File: config.mk
export PLATFORM = sky130hd
export DESIGN_NAME = pipe_stage_reg
export DESIGN_NICKNAME = d
export VERILOG_FILES = /design/src/rtl/pipe_pkg.sv /design/src/rtl/pipe_slot.sv /design/src/rtl/pipe_stage_reg.sv
export SDC_FILE = /design/constraint.sdc
export NUM_CORES = 1
export LEC_CHECK = 0
export CORE_UTILIZATION = 55
export CTS_CLUSTER_SIZE = 28
export DETAILED_ROUTE_END_ITERATION = 8
export DONT_BUFFER_PORTS = 1
export PLACE_DENSITY = 0.7
export SYNTH_ARGS = -nofsm -noshare
export SYNTH_HDL_FRONTEND = slang
export SYNTH_HIERARCHICAL = 1
export SYNTH_SLANG_ARGS = --single-unit
File: constraint.sdc
create_clock -name clk -period 6.35 [get_ports clk]
set_input_delay 0.635 -clock clk [delete_from_list [all_inputs] [get_ports clk]]
set_output_delay 0.635 -clock clk [all_outputs]
set_load 0.02 [all_outputs]
File: src/rtl/pipe_pkg.sv
// Shared pipeline constants: instruction encodings, bundle field layout and
// per-stage bundle widths for the redirect pipeline stage registers.
package pipe_pkg;

  localparam int unsigned WORD_W = 32;
  localparam int unsigned CTRL_W = 3;

  localparam logic [WORD_W-1:0] NOP_INSTR = 32'h0000_0000;

  // EX/MEM bundle layout, LSB first: IR, PC, RS2 data, RS1 data, ALU result, control.
  localparam int unsigned EXM_IR_LSB   = 0;
  localparam int unsigned EXM_PC_LSB   = EXM_IR_LSB  + WORD_W;
  localparam int unsigned EXM_RS2_LSB  = EXM_PC_LSB  + WORD_W;
  localparam int unsigned EXM_RS1_LSB  = EXM_RS2_LSB + WORD_W;
  localparam int unsigned EXM_ALU_LSB  = EXM_RS1_LSB + WORD_W;
  localparam int unsigned EXM_CTRL_LSB = EXM_ALU_LSB + WORD_W;

  localparam int unsigned IF_ID_W  = 2 * WORD_W;
  localparam int unsigned ID_EX_W  = CTRL_W + 5 * WORD_W;
  localparam int unsigned EX_MEM_W = EXM_CTRL_LSB + CTRL_W;
  localparam int unsigned MEM_WB_W = CTRL_W + 3 * WORD_W;

  // Occupancy of a stage register, encoded as {skid_valid, main_valid}.
  typedef enum logic [1:0] {
    OCC_EMPTY   = 2'b00,
    OCC_MAIN    = 2'b01,
    OCC_ILLEGAL = 2'b10,
    OCC_BOTH    = 2'b11
  } occ_e;

  function automatic logic exm_is_nop(input logic [EX_MEM_W-1:0] bundle);
    return bundle[EXM_IR_LSB +: WORD_W] == NOP_INSTR;
  endfunction

endpackage

File: src/rtl/pipe_slot.sv
// One valid+data register of a stage: load takes new data, clear returns it
// to the bubble value; clear wins over load.
module pipe_slot
  import pipe_pkg::*;
#(
  parameter int unsigned       DATA_W = EX_MEM_W,
  parameter logic [DATA_W-1:0] BUBBLE = '0
) (
  input  logic              clk,
  input  logic              rst_n,
  input  logic              i_load,
  input  logic              i_clear,
  input  logic [DATA_W-1:0] i_data,
  output logic              o_valid,
  output logic [DATA_W-1:0] o_data
);

  logic              r_valid;
  logic [DATA_W-1:0] r_data;

  always_ff @(posedge clk or negedge rst_n) begin
    if (!rst_n) begin
      r_valid <= 1'b0;
      r_data  <= BUBBLE;
    end else if (i_clear) begin
      r_valid <= 1'b0;
      r_data  <= BUBBLE;
    end else if (i_load) begin
      r_valid <= 1'b1;
      r_data  <= i_data;
    end
  end

  assign o_valid = r_valid;
  assign o_data  = r_data;

endmodule

File: src/rtl/pipe_stage_reg.sv
// Inter-stage pipeline register with valid/ready handshake, two-entry skid
// buffer, synchronous redirect flush and a saturating stall counter.
module pipe_stage_reg
  import pipe_pkg::*;
#(
  parameter int unsigned       DATA_W = EX_MEM_W,
  parameter logic [DATA_W-1:0] BUBBLE = '0,
  parameter int unsigned       CNT_W  = 16
) (
  input  logic              clk,
  input  logic              rst,
  input  logic              flush,
  input  logic              in_valid,
  output logic              in_ready,
  input  logic [DATA_W-1:0] in_data,
  output logic              out_valid,
  input  logic              out_ready,
  output logic [DATA_W-1:0] out_data,
  output logic [CNT_W-1:0]  stall_cnt
);

  localparam logic [CNT_W-1:0] CNT_MAX = '1;

  logic              w_main_valid;
  logic [DATA_W-1:0] w_main_data;
  logic              w_skid_valid;
  logic [DATA_W-1:0] w_skid_data;

  logic              w_acc;
  logic              w_drn;
  occ_e              w_occ;

  logic              w_main_load;
  logic              w_main_clr;
  logic [DATA_W-1:0] w_main_din;
  logic              w_skid_load;
  logic              w_skid_clr;
  logic              w_skid_valid_nxt;

  logic              r_in_ready;
  logic [CNT_W-1:0]  r_stall_cnt;

  assign w_acc = in_valid & r_in_ready;
  assign w_drn = w_main_valid & out_ready;
  assign w_occ = occ_e'({w_skid_valid, w_main_valid});

  // Slot control: flush beats everything; otherwise skid only fills when main
  // is stalled, and drains into main as soon as main is consumed.
  always_comb begin
    w_main_load = 1'b0;
    w_main_clr  = 1'b0;
    w_main_din  = in_data;
    w_skid_load = 1'b0;
    w_skid_clr  = 1'b0;
    if (flush) begin
      w_main_clr = 1'b1;
      w_skid_clr = 1'b1;
    end else begin
      case (w_occ)
        OCC_EMPTY: begin
          w_main_load = w_acc;
        end
        OCC_MAIN: begin
          if (w_drn) begin
            w_main_load = w_acc;
            w_main_clr  = !w_acc;
          end else begin
            w_skid_load = w_acc;
          end
        end
        OCC_BOTH: begin
          if (w_drn) begin
            w_main_load = 1'b1;
            w_main_din  = w_skid_data;
            w_skid_clr  = 1'b1;
          end
        end
        default: begin
          w_main_clr = 1'b1;
          w_skid_clr = 1'b1;
        end
      endcase
    end
  end

  always_comb begin
    w_skid_valid_nxt = w_skid_valid;
    if (w_skid_clr) begin
      w_skid_valid_nxt = 1'b0;
    end else if (w_skid_load) begin
      w_skid_valid_nxt = 1'b1;
    end
  end

  pipe_slot #(
    .DATA_W (DATA_W),
    .BUBBLE (BUBBLE)
  ) u_main (
    .clk     (clk),
    .rst_n   (rst),
    .i_load  (w_main_load),
    .i_clear (w_main_clr),
    .i_data  (w_main_din),
    .o_valid (w_main_valid),
    .o_data  (w_main_data)
  );

  pipe_slot #(
    .DATA_W (DATA_W),
    .BUBBLE (BUBBLE)
  ) u_skid (
    .clk     (clk),
    .rst_n   (rst),
    .i_load  (w_skid_load),
    .i_clear (w_skid_clr),
    .i_data  (in_data),
    .o_valid (w_skid_valid),
    .o_data  (w_skid_data)
  );

  // Registered copy of !skid_valid so upstream ready never sees out_ready.
  always_ff @(posedge clk or negedge rst) begin
    if (!rst) begin
      r_in_ready <= 1'b1;
    end else begin
      r_in_ready <= !w_skid_valid_nxt;
    end
  end

  always_ff @(posedge clk or negedge rst) begin
    if (!rst) begin
      r_stall_cnt <= '0;
    end else if (w_main_valid && !out_ready && (r_stall_cnt != CNT_MAX)) begin
      r_stall_cnt <= r_stall_cnt + CNT_W'(1);
    end
  end

  assign in_ready  = r_in_ready;
  assign out_valid = w_main_valid;
  assign out_data  = w_main_data;
  assign stall_cnt = r_stall_cnt;

endmodule
Word level (Yosys, flattened, before mapping)
Index checks and enable logic that the tools add are counted.

Reduce and logical (&&, ||, !) cells: 10. Eq/ne operators: 3. Add/sub/neg operators: 1. Bitwise logic cells: 2. Multiplexer cells: 23.

Operators by type and width (number): $mux W163 (7); $add A16 B1 Y16 const B (1); $ne A16 B16 Y1 const B (1); $mux W1 (13); $pmux W1 S2 (2); $reduce_bool A2 Y1 (2); $reduce_or A2 Y1 (2); $logic_not A1 Y1 (3); $pmux W1 S3 (1); $and A1 B1 Y1 (2); $eq A2 B1 Y1 const B (1); $eq A2 B2 Y1 const B (1); $logic_and A1 B1 Y1 (2); $logic_not A2 Y1 (1).

Word-level logic and storage cells: 45. Register bits: 345.

Logic depth before layout (Yosys ltp)
Depth in word-level cells: 7. Gate-level depth with buffers: 9. Mapped depth without buffers: 7.

Cells and area by module
Netlist, hierarchy kept.

Modules (own cells, without submodules): pipe_slot (instances 2, cells an instance 528, seq. area each 4103.9 µm², area each 6631.4 µm²); pipe_stage_reg (instances 1, cells an instance 273, seq. area each 426.7 µm², area each 2925.3 µm²).

Worst setup path after synthesis
No wires, ideal clock.

Kind: reg2reg. Start point: register u_main.r_valid (netlist: u_main/o_valid). End point: register u_main.r_data[99] (netlist: u_main/o_data[99]). Data arrival time: 2.090 ns. Setup time: 0.132 ns. Cell stages (with the launch flop): 10. Data required time: 6.218 ns. Setup slack: 4.128 ns. Cell sequence: dfrtp_1 -> ha_1 -> nand4b_1 -> clkbuf_1 -> buf_2 -> a21oi_1 -> buf_4 -> buf_6 -> mux2i_1 -> nor2_1.

Elaborated cells on any way between the ends: 18.

RTL lines: from (decl) (RTL line pipe_slot.sv:18) `logic r_valid;`; from (signal assigned) (RTL line pipe_slot.sv:23) `r_valid <= 1'b0;`; from (signal assigned) (RTL line pipe_slot.sv:26) `r_valid <= 1'b0;`; from (signal assigned) (RTL line pipe_slot.sv:29) `r_valid <= 1'b1;`; $and A1 B1 Y1 (RTL line pipe_stage_reg.sv:44) `assign w_drn = w_main_valid & out_ready;`; $mux W1, on equally long branches (RTL line pipe_stage_reg.sv:72, pipe_stage_reg.sv:64); $pmux W1 S3 (*) (RTL line pipe_stage_reg.sv:59) `case (w_occ)`; $mux W1 (*) (RTL line pipe_stage_reg.sv:55) `if (flush) begin`; named net w_main_load (RTL line pipe_stage_reg.sv:33) `logic w_main_load;`; $reduce_bool A2 Y1 (no source line) (*); to (signal assigned) (RTL line pipe_slot.sv:30) `r_data <= i_data;`; to (decl) (RTL line pipe_slot.sv:19) `logic [DATA_W-1:0] r_data;`.

The timed path passes the listed nets; every way through them passes the cells marked *. The select of a mux whose other input is x is not followed. A chain may end at the register's enable or synchronous reset.

Final worst setup path
Start point: register u_main.r_valid (netlist: u_main/o_valid). End point: register u_main.r_data[63] (netlist: u_main/o_data[63]).

The elaborated chain is that of the path after synthesis.

==> flow_summary.json <==
{
  "status": "finished with violations",
  "violations": "hold timing",
  "skew_ns": 0.0145,
  "wl_per_cell_microns": 21.0,
  "power.internal_uw": 3950,
  "diodes": 0,
  "die_w_microns": 174,
  "start_util": 0.561,
  "ys_types": 38,
  "hold_path.class": "input pin to async pin",
  "syn_avg_cell_area_sq_um": 12.2,
  "synth_fa_ha_area_frac": 0.00464,
  "grt_pass1_wl_microns": 56200,
  "overflow": 0,
  "cap_violations": 0,
  "power_density_mw_per_mm2": 298,
  "clkTransAtPathRegs_ns": 0.06,
  "synth_area_leader_cell": "dfrtp_1",
  "ctsResizeCount": 0,
  "setup_viol": 0,
  "cts_tree": "done",
  "whs_ns": -0.176,
  "ys_seq_area_frac": 0.533,
  "final-hold-violation-count": 148,
  "finalWirelength_microns": 35700,
  "min_period_ns": 3.39,
  "dr.pass1.iters": 4,
  "fp-row-count": 62,
  "post_cts_buffers": 0,
  "synthXorXnorAreaFrac": 0.00757,
  "power.share.clock": 0.450,
  "final_common_cell": "dfrtp_1",
  "ios": 349,
  "relSlewSlack": 0.229,
  "final_cell_mix": "dfrtp_1 (344), nor2_1 (334), mux2i_1 (326)",
  "placedCellCount": 1633,
  "io_buffers": 0,
  "synth.area.top_cells": "dfrtp_1 (53%), mux2i_1 (20%), mux2_2 (11%)",
  "die_area_sq_mm": 0.0301,
  "synth_top_family_by_area": "multiplexers",
  "maxSlewViolCount": 0,
  "grt_max_degree": 346,
  "yosysTopAreaCellShare": 0.532,
  "timing.setup.critical_path_class": "register to register",
  "ant_nets": 0,
  "synth_compound_area_frac": 0.00325,
  "power_frac_comb": 0.075,
  "gp_congestion": 0.769,
  "cts_root_buf": "clkbuf_16",
  "cts_max_path_buffers": 3,
  "stdcell_count": 1702,
  "power_switching_share": 0.243,
  "power_switching_uw": 1270,
  "setup_tns_ns": 0,
  "tightest_slew_ns": 1.16,
  "vias": 9694,
  "vias_per_cell": 5.70,
  "critPathRequiredTime_ns": 6.71,
  "syn_area_sq_mm": 0.0162,
  "drt_iter0_drc": 709,
  "synthMuxAreaShare": 0.317,
  "max_clock_freq_ghz": 0.295,
  "p_leak_uw": 0.00775,
  "synth_seq_cells": 345,
  "clk_latency_ns": 0.51,
  "antenna_found_initial": 0,
  "ir_worst_vdd_mv": 0.170,
  "dp_hpwl_microns": 21200,
  "drive_gt1_frac": 0.190,
  "die_h_microns": 174,
  "seq_power_share": 0.475,
  "grt_pass1_vias": 9967,
  "synth-simple-area-share": 0.0936,
  "cts_made_buffers": 38,
  "netlist_instances": 1329,
  "core_sq_mm": 0.0289,
  "syn_nets": 1503,
  "htreeDepth": 2,
  "synthToLayoutAreaGrowth_pct": 8.33,
  "fin_crit_sh": 0.534,
  "rsz0062_at_grt": "false",
  "gr-usage-all-layers": 0.234,
  "worstSetupStartpointType": "register",
  "nets": 1463,
  "worstPathMaxFanout": 93,
  "worstPathArrival_ns": 3.75,
  "yosysWarnings": 6,
  "end_kind": "register",
  "cts_num_sinks": 345,
  "drc_errors": 0
}
## power groups by stage
stage	Combinational (uW)	Clock, uW	Sequential (uW)
detailed placement	395	0	2520
global placement	383	0	2520
floorplan	348	0	2480
global route	430	2490	2490
CTS	396	2410	2480
finish	392	2350	2480
## per-stage QoR
stage | util | area [sq um] | setup slack (ns) | total power (uW)
4_1_cts | 0.608 | 17500 | 2.97 | 5280
5_1_grt | 0.608 | 17500 | 2.78 | 5410
3_3_place_gp | 0.560 | 16200 | 3.06 | 2900
2_1_floorplan | - | 16200 | 4.13 | 2830
6_report | 0.608 | 17500 | 2.96 | 5220
3_5_place_dp | 0.560 | 16200 | 3.01 | 2910
## cell families (layout without fill, tap and decap cells)
kind of cell	after synthesis	count (layout)
AOI/OAI and AO/OA	8	8
xor gates and xnor gates	14	14
adders and majority gates	6	6
buffers and inverters	96	85
DFF	345	345
muxes	491	491
and+or+nand+nor	369	369
## final cells by class
class | instances | area [sq um]
flip-flops and latches | 345 | 8630
clock buffers | 58 | 1180
clock inverters | 11 | 183
inverters | 5 | 18.8
repair buffers | 11 | 120
multi-input cells | 888 | 6920
well taps | 384 | 480
fillers | 2345 | 11300
## state kept, by name (all words and copies together), names as in the netlist
name and count:
in_ready 1, stall_cnt 16, u_main/o_data 163, u_main/o_valid 1
u_skid/o_data 163, u_skid/o_valid 1
## metal layers
layer | GRT usage | vias to the layer above | share of wire
li1 | - | 4457 | -
met1 | 0.300 | 4875 | 0.41
met2 | 0.364 | 302 | 0.46
met3 | 0.0939 | 60 | 0.10
met4 | 0.0719 | 0 | 0.025
met5 | 0 | - | 0
## critical path, stage by stage, from the launching register on
cell and delay [ns]:
dfrtp_1 0.58, inv_1 0.25, ha_1 0.18, a31oi_1 0.04
or3_1 0.37, a21oi_4 0.73, buf_12 0.53, mux2i_1 0.29
nor2_1 0.06
## worst paths after layout
| check | from | slack (ns) | end | cells past startpoint |
|---|---|---|---|---|
| hold reg to reg | u_skid/o_data[131]$_DFFE_PN0P_ | 0.52 | u_skid/o_data[131]$_DFFE_PN0P_ | 2 |
| min in group clk | in_data[101] | 0.28 | u_skid/o_data[101]$_DFFE_PN0P_ | 2 |
| max in group asynchronous | rst | 5.58 | u_skid/o_data[53]$_DFFE_PN0P_ | 0 |
| hold / removal | rst | -0.18 | u_main/o_data[14]$_DFFE_PN0P_ | 0 |
| setup / recovery | u_main/o_valid$_DFFE_PN0P_ | 2.96 | u_main/o_data[63]$_DFFE_PN0P_ | 8 |
| setup reg to reg | u_main/o_valid$_DFFE_PN0P_ | 2.96 | u_main/o_data[63]$_DFFE_PN0P_ | 8 |
## cell usage after synthesis, drive strengths merged
| cell | n |
|---|---|
| inv | 5 |
| a311o | 1 |
| o21ai | 2 |
| or4 | 1 |
| mux2 | 165 |
| dfstp | 1 |
| mux2i | 326 |
| and4b | 1 |
| xnor2 | 2 |
| a2111oi | 1 |
| a31oi | 1 |
| nor4 | 5 |
| nand2 | 7 |
| and2b | 1 |
| o21bai | 1 |
| dfrtp | 344 |
| xor2 | 12 |
| nor2 | 334 |
| or3 | 1 |
| buf | 76 |
| nand4b | 1 |
| and3b | 1 |
| clkbuf | 15 |
| and4 | 1 |
| a21oi | 2 |
| nand3 | 5 |
| ha | 6 |
| nand4 | 5 |
| nor3 | 6 |
(Power assumes the default switching activity.)
